$ cat src/rtl/reel_control_param.sv
// rtl/reel_control_param.sv - reel motor direction control with homing, dwell, deadband and length clamp
module reel_control_param #(
    parameter int LEN_W        = 32,
    parameter int DIST_W       = 40,
    parameter int SCALE        = 10000000,
    parameter int STEP         = 500,
    parameter int MAX_LEN      = 50,
    parameter int DEADBAND     = 0,
    parameter int REV_DWELL    = 1000,
    parameter int HOME_TIMEOUT = 100000000
) (
    input  logic              clk,
    input  logic              reset,
    input  logic              toggle,
    input  logic              proximity_out,
    input  logic [3:0]        num,
    input  logic [DIST_W-1:0] distance,
    input  logic              rehome,
    output logic [1:0]        dir,
    output logic [LEN_W-1:0]  dist_test,
    output logic [LEN_W-1:0]  leng_test,
    output logic              homed,
    output logic              at_target,
    output logic              fault
);
    localparam int DW_W = $clog2(REV_DWELL + 1);
    localparam int TO_W = $clog2(HOME_TIMEOUT + 1);

    localparam logic [1:0]        DIR_STOP = 2'b00;
    localparam logic [1:0]        DIR_RET  = 2'b10;
    localparam logic [1:0]        DIR_EXT  = 2'b11;
    localparam logic [LEN_W-1:0]  LEN_MAX  = '1;
    localparam logic [LEN_W-1:0]  STEP_L   = LEN_W'(STEP);
    localparam logic [LEN_W-1:0]  MAX_L    = LEN_W'(MAX_LEN);
    localparam logic [LEN_W-1:0]  SCALE_L  = LEN_W'(SCALE);
    localparam logic [LEN_W:0]    DB_X     = (LEN_W + 1)'(DEADBAND);
    localparam logic [DIST_W-1:0] SCALE_D  = DIST_W'(SCALE);
    localparam logic [DIST_W-1:0] MAX_D    = DIST_W'(MAX_LEN);
    localparam logic [DW_W-1:0]   DW_LAST  = DW_W'(REV_DWELL - 1);
    localparam logic [TO_W-1:0]   TO_LAST  = TO_W'(HOME_TIMEOUT - 1);

    typedef enum logic [2:0] {
        S_HOMING, S_IDLE, S_EXTEND, S_RETRACT, S_DWELL, S_FAULT
    } state_t;

    state_t            state_q;
    logic [1:0]        dir_q;
    logic [LEN_W-1:0]  length_q, length_d;
    logic              homed_q, fault_q;
    logic [DW_W-1:0]   dwell_q;
    logic [TO_W-1:0]   tmo_q;

    logic [DIST_W-1:0] dist_full;
    logic [LEN_W-1:0]  leng_s, tgt;
    logic [LEN_W:0]    leng_x, tgt_x;
    logic [1:0]        auto_req, man_req, raw_req, req;

    assign dist_full = distance / SCALE_D;
    assign dist_test = LEN_W'(dist_full);
    assign leng_s    = length_q / SCALE_L;
    assign leng_test = leng_s;
    assign tgt       = (dist_full > MAX_D) ? MAX_L : LEN_W'(dist_full);
    assign leng_x    = {1'b0, leng_s};
    assign tgt_x     = {1'b0, tgt};

    always_comb begin
        auto_req = DIR_STOP;
        if (leng_x + DB_X < tgt_x)
            auto_req = DIR_EXT;
        else if (leng_x > tgt_x + DB_X)
            auto_req = DIR_RET;
    end

    always_comb begin
        man_req = DIR_STOP;
        if (num == 4'd10)
            man_req = DIR_RET;
        else if (num == 4'd11)
            man_req = DIR_EXT;
    end

    // Interlocks guard both modes: never drive into the home stop or past the clamp.
    always_comb begin
        raw_req = toggle ? man_req : auto_req;
        req     = raw_req;
        if (raw_req == DIR_RET && !proximity_out)
            req = DIR_STOP;
        if (raw_req == DIR_EXT && leng_s >= MAX_L)
            req = DIR_STOP;
    end

    // Dead reckoning from the direction actually applied last cycle.
    always_comb begin
        length_d = length_q;
        if (!proximity_out)
            length_d = '0;
        else if (dir_q == DIR_EXT)
            length_d = (length_q > LEN_MAX - STEP_L) ? LEN_MAX : length_q + STEP_L;
        else if (dir_q == DIR_RET)
            length_d = (length_q < STEP_L) ? '0 : length_q - STEP_L;
    end

    function automatic state_t motion_state(input logic [1:0] r);
        case (r)
            DIR_EXT: motion_state = S_EXTEND;
            DIR_RET: motion_state = S_RETRACT;
            default: motion_state = S_IDLE;
        endcase
    endfunction

    always_ff @(posedge clk or posedge reset) begin
        if (reset) begin
            state_q  <= S_HOMING;
            dir_q    <= DIR_STOP;
            length_q <= '0;
            homed_q  <= 1'b0;
            fault_q  <= 1'b0;
            dwell_q  <= '0;
            tmo_q    <= '0;
        end else begin
            length_q <= length_d;
            if (state_q == S_FAULT) begin
                dir_q   <= DIR_STOP;
                homed_q <= 1'b0;
                fault_q <= 1'b1;
            end else if (rehome) begin
                state_q <= S_HOMING;
                dir_q   <= DIR_RET;
                homed_q <= 1'b0;
                tmo_q   <= '0;
            end else begin
                case (state_q)
                    S_HOMING: begin
                        if (!proximity_out) begin
                            state_q <= S_IDLE;
                            dir_q   <= DIR_STOP;
                            homed_q <= 1'b1;
                        end else if (tmo_q == TO_LAST) begin
                            state_q <= S_FAULT;
                            dir_q   <= DIR_STOP;
                            fault_q <= 1'b1;
                        end else begin
                            tmo_q <= tmo_q + TO_W'(1);
                            dir_q <= DIR_RET;
                        end
                    end
                    S_IDLE: begin
                        state_q <= motion_state(req);
                        dir_q   <= req;
                    end
                    S_EXTEND, S_RETRACT: begin
                        if (req == DIR_STOP) begin
                            state_q <= S_IDLE;
                            dir_q   <= DIR_STOP;
                        end else if (req != dir_q) begin
                            state_q <= S_DWELL;
                            dir_q   <= DIR_STOP;
                            dwell_q <= '0;
                        end
                    end
                    S_DWELL: begin
                        if (dwell_q == DW_LAST) begin
                            state_q <= motion_state(req);
                            dir_q   <= req;
                        end else begin
                            dwell_q <= dwell_q + DW_W'(1);
                        end
                    end
                    default: begin
                        state_q <= S_HOMING;
                        dir_q   <= DIR_STOP;
                    end
                endcase
            end
        end
    end

    assign dir       = dir_q;
    assign homed     = homed_q;
    assign fault     = fault_q;
    assign at_target = !toggle && homed_q && (state_q != S_HOMING) && (auto_req == DIR_STOP);

endmodule
$ cat config.mk
export PLATFORM = sky130hd
export DESIGN_NAME = reel_control_param
export DESIGN_NICKNAME = d
export VERILOG_FILES = /design/src/rtl/reel_control_param.sv
export SDC_FILE = /design/constraint.sdc
export NUM_CORES = 1
export LEC_CHECK = 0
export BUFFER_PORTS_ARGS = -buffer_cell sky130_fd_sc_hd__buf_2
export CORE_ASPECT_RATIO = 1.75
export CORE_MARGIN = 5
export CORE_UTILIZATION = 35
export DETAILED_ROUTE_END_ITERATION = 8
export SLEW_MARGIN = 40
export SYNTH_ARGS = -nofsm -noshare
export SYNTH_HDL_FRONTEND = slang
export SYNTH_SLANG_ARGS = --single-unit
$ cat constraint.sdc
create_clock -name clk -period 72.4 [get_ports clk]
set_input_delay 14.48 -clock clk [delete_from_list [all_inputs] [get_ports clk]]
set_output_delay 14.48 -clock clk [all_outputs]
set_load 0.02 [all_outputs]
==> impl_metrics.yaml, run 1 <==
outcome:
  status: "finished clean"
timing:
  tightest_slew_ps: 835
  post-route-period-util: 0.796
  fmax_mhz: 17.4
  finalMaxSlewViolations: 0
  relSlewSlack: 0.439
  clock_skew_ps: 12.3
  whs_ps: 528
  fin_crit_ps: 57620
  timing.final.hold_violations: 0
  setup_tns_ps: 0
  grt_setup_unrepaired: "false"
  setup_violations: 0
synthesis:
  ys_types: 140
  ys_ff_latch: 75
  synth-edff-count: 0
  yosysWarnings: 0
  avgSynthCellArea_sq_um: 6.65
  ys_seq_area_frac: 0.0816
  ys.flop_type: "dfrtp_1"
  synthCells: 3459
  synth.cell_area_sq_um: 23000
  asyncSetResetFlopFracSynth: 1.00
drt:
  vias: 25900
  wl_per_cell_um: 18.2
  dr.pass1.iters: 8
  drt_iter0_drc: 1524
  drt.antenna.violating_nets: 0
  drc: 0
  wirelength_um: 77700
  vias_per_cell: 6.07
global_routing:
  grt_pass1_wl_um: 124000
  grt_usage: 0.205
  grt-ovfl-total: 0
  antenna_found_initial: 6
  grt_max_degree: 76
  first_global_vias: 24600
flow_run:
  max_cap_viol_count: 0
worst_setup_path:
  worstPathArrival_ps: 43140
  crit_fanout: 45
  max_stage_delay_ps: 680
  required_ps: 57920
  crit_path_end_kind: "primary output"
  crit_type: "input pin to primary output"
  crit_family: "compound AO/OA/AOI/OAI gates"
  slowest_stage: "a2111oi_0"
  crit_buf_inv: 18
  startpoint_type: "input pin"
  crit_top_cell: "buf_4"
final_layout:
  area_delta_synth_final_pct: 4.56
  nFillCells: 7093
  layout_commonest_cell: "nor2_1"
  layout-drive-gt1-share: 0.0928
  mostFrequentLayoutCells: "377 x nor2_1, 347 x nand2_1, 246 x a21oi_1"
  finalNetCount: 3441
floorplanning:
  die_w_um: 204
  die_y_um: 349
  core-area_sq_um: 65300
  start_util: 0.352
  rows: 124
  dieArea_sq_um: 71100
  io_pins: 118
place:
  dpl.hpwl_um: 62000
  place.gp.congestion: 0.928
  io_buffers: 79
cts:
  cts.reportedPaths.clkPinSlew_ps: 70
  cts_hold_buf: 0
  cts_tree: "done"
  cts_buffer_depth: 2
  cts.repair.resized: 0
  numCtsBuffers: 9
  cts_sinks: 75
  cts_setup_buffers: 0
  clockRootBuffer: "clkbuf_16"
  cts-htree-levels: 3
  insertion_delay_ps: 330
hold_path:
  hp-class: "flop to flop"
## Yosys cell counts, drive strengths merged (56+ instances only)
master	count	area share
mux2i	72	0.032
buf	122	0.036
o21ai	263	0.058
dfrtp	75	0.082
a21oi	255	0.059
xor2	121	0.047
inv	107	0.018
nand2	348	0.057
nand3	133	0.029
nor3	151	0.035
xnor2	217	0.083
clkbuf	117	0.019
a31oi	56	0.016
nor2	381	0.063
## tightest hold or removal path, delay by kind of cell, from the launching register on
| family | cells | cell delay (ps) |
|---|---|---|
| DFF | 1 | 370 |
| AOI/OAI and AO/OA | 1 | 70 |
| and+or+nand+nor | 1 | 50 |
## final timing paths
kind	startpoint	end	slack (ps)	depth (start not counted)
max in group asynchronous	reset	tmo_q[21]$_DFFE_PP0P_	57580	3
setup reg to reg	length_q[16]$_DFFE_PP0P_	state_q[0]$_DFFE_PP0P_	49570	89
min in group asynchronous	reset	dwell_q[5]$_DFFE_PP0P_	14310	3
hold / removal	fault$_DFFE_PP0P_	fault$_DFFE_PP0P_	530	2
hold reg to reg	fault$_DFFE_PP0P_	fault$_DFFE_PP0P_	530	2
setup / recovery	distance[24]	at_target	14780	95
## per-stage QoR
step	setup WS (ps)	cell area, sq um	std cells	util
6_report	14780	24100	4270	0.368
5_1_grt	12800	24000	4266	0.368
4_1_cts	15170	24000	4265	0.368
3_5_place_dp	15200	23700	4249	0.362
3_3_place_gp	15410	23600	4249	0.362
2_1_floorplan	23720	23100	3498	-
## registers in the layout (all words and copies together) (netlist names)
signal    cells
dir           2
dwell_q      10
fault         1
homed         1
length_q     31
state_q       3
tmo_q        27
## kinds of logic after synthesis
logic type      count (synthesis)  synth area share
simple gates                 1424             0.305
compound gates               1141             0.348
buf+inv                       350            0.0738
xor+xnor                      339             0.131
mux                           103            0.0478
flops                          75            0.0816
fa+ha+maj                      25            0.0124
other cells                     2          0.000326
## routing by layer
| metal | part of all wire | global-route usage |
|---|---|---|
| met5 | 0 | 0 |
| met1 | 0.36 | 0.207 |
| met3 | 0.039 | 0.0167 |
| met2 | 0.53 | 0.402 |
| met4 | 0.067 | 0.119 |
## area by class of cell
type | instances | area (sq um) | share of cell area
Clock buffer | 10 | 239 | 0.00994
Inverter | 111 | 420 | 0.0175
Antenna cell | 5 | 12.5 | 0.000520
Sequential cell | 75 | 1880 | 0.0780
Timing Repair Buffer | 108 | 617 | 0.0256
Multi-Input combinational cell | 3073 | 19700 | 0.818
Clock inverter | 6 | 116 | 0.00484
Tap cell | 882 | 1100 | 0.0459
Power of run 1 is not shown: default switching activity piles up to over one toggle a cycle in this logic, so the estimate is an artifact.
==> run 2: changes to the inputs <==
- clock period: 72.4 -> 47.8 ns (I/O delays scaled with it)
==> run 2 against run 1 <==
Against the previous run:
- via count stayed put
- first-iteration DRC count increased by 6.4%
- clock skew is 6.0 ps higher
==> impl_metrics.yaml, run 2 (synthesized netlist as in run 1, its figures left out) <==
cts:
  cts_tree: "done"
  clockRootBuffer: "clkbuf_16"
  insertion_delay_ps: 340
  cts_buffer_depth: 2
  cts_setup_buffers: 0
  cts_hold_buf: 0
  cts.reportedPaths.clkPinSlew_ps: 50
  cts_sinks: 75
  numCtsBuffers: 9
  cts-htree-levels: 3
worst_setup_path:
  startpoint_type: "input pin"
  crit_fanout: 33
  worstPathArrival_ps: 35990
  required_ps: 38240
  crit_top_cell: "buf_4"
  max_stage_delay_ps: 630
  crit_type: "input pin to primary output"
  crit_path_end_kind: "primary output"
  slowest_stage: "a211oi_4"
final_layout:
  area_delta_synth_final_pct: 4.67
  largest_register_ffs: 31
  nFillCells: 7081
  multi_input_area_sq_um: 19700
  layout-drive-gt1-share: 0.0946
  reg.largest.list: "length_q x31, tmo_q x27, dwell_q x10"
  regArea_sq_um: 1880
  top_register: "length_q"
  finalNetCount: 3450
  finalInstanceArea_sq_um: 24100
  mostFrequentLayoutCells: "376 x nor2_1, 347 x nand2_1, 246 x a21oi_1"
  layout_commonest_cell: "nor2_1"
timing:
  fmax_mhz: 22.0
  post-route-period-util: 0.953
  clock_skew_ps: 18.3
  finalMaxSlewViolations: 0
  grt_setup_unrepaired: "false"
  relSlewSlack: 0.435
  setup_violations: 0
  timing.final.hold_violations: 0
  fin_crit_ps: 45550
  tightest_slew_ps: 842
  setup_tns_ps: 0
drt:
  drc: 0
  dr.pass1.iters: 6
  vias: 25900
  wl_per_cell_um: 18.5
  drt_iter0_drc: 1622
  wirelength_um: 79200
  vias_per_cell: 6.06
  drt.antenna.violating_nets: 0
floorplanning:
  io_pins: 118
  dieArea_sq_um: 71100
  rows: 124
  core-area_sq_um: 65300
  die_y_um: 349
  start_util: 0.352
  die_w_um: 204
place:
  place.gp.congestion: 0.973
  dpl.hpwl_um: 63100
  placed_area_sq_um: 23700
  io_buffers: 79
global_routing:
  antenna_found_initial: 6
  grt_usage: 0.211
  grt-ovfl-total: 0
  first_global_vias: 25100
  grt_pass1_wl_um: 128000
  grt_max_degree: 76
outcome:
  status: "finished clean"
hold_path:
  hp-class: "flop to flop"
flow_run:
  max_cap_viol_count: 0
run 2: cell type report:
type                    instances  share of cell area
clock inverters                 6             0.00395
well taps                     882              0.0458
repair buffers                117              0.0284
multi-input cells            3073               0.816
inverters                     111              0.0175
flip-flops and latches         75              0.0780
diodes                          4            0.000416
clock buffers                  10             0.00951
run 2: path summary, 6_finish.rpt:
kind                                           from                     end  slack (ps)  cells past startpoint
max reg2reg                length_q[16]$_DFFE_PP0P_  state_q[0]$_DFFE_PP0P_       24770                     90
max                                    distance[24]               at_target        2250                     92
min                           tmo_q[22]$_DFFE_PP0P_   tmo_q[22]$_DFFE_PP0P_         540                      2
min in group asynchronous                     reset  dwell_q[5]$_DFFE_PP0P_        9390                      3
max in group asynchronous                     reset   tmo_q[20]$_DFFE_PP0P_       37860                      3
min reg2reg                   tmo_q[22]$_DFFE_PP0P_   tmo_q[22]$_DFFE_PP0P_         540                      2
run 2: per-stage QoR:
| stage | cells | util | worst slack (ps) | hold slack (ps) |
|---|---|---|---|---|
| 4_1_cts | 4274 | 0.368 | 2080 | 538 |
| 6_report | 4278 | 0.369 | 2250 | 535 |
| 3_5_place_dp | 4258 | 0.363 | 2210 | 523 |
| 2_1_floorplan | 3498 | - | 8960 | 492 |
| 5_1_grt | 4275 | 0.368 | 160 | 564 |
| 3_3_place_gp | 4258 | 0.363 | 2300 | 514 |
run 2: critical path: cells and delay by family:
kind                     cells  cell delay [ps]
AO/OA/AOI/OAI               51            14990
XOR/XNOR                     3             1310
adder cells (fa/ha/maj)      1              240
buffers and inverters       15             4340
multiplexers                 4             1370
AND/OR/NAND/NOR             18             4100
run 2: metal layers:
layer,routed length [um],part of all wire,GRT usage,vias to the layer above
met1,28900,0.36,0.212,12200
met2,41800,0.53,0.410,805
met5,10,0.00013,0,-
li1,-,-,-,12600
met3,2820,0.036,0.0198,308
met4,5680,0.072,0.132,2
run 2: what timing repair did:
item,in CTS,in global routing
endpoints found under the hold margin,0,0
endpoints found under the setup margin,0,1
gates resized for setup,0,2
Power of run 2 is left out for the same reason.
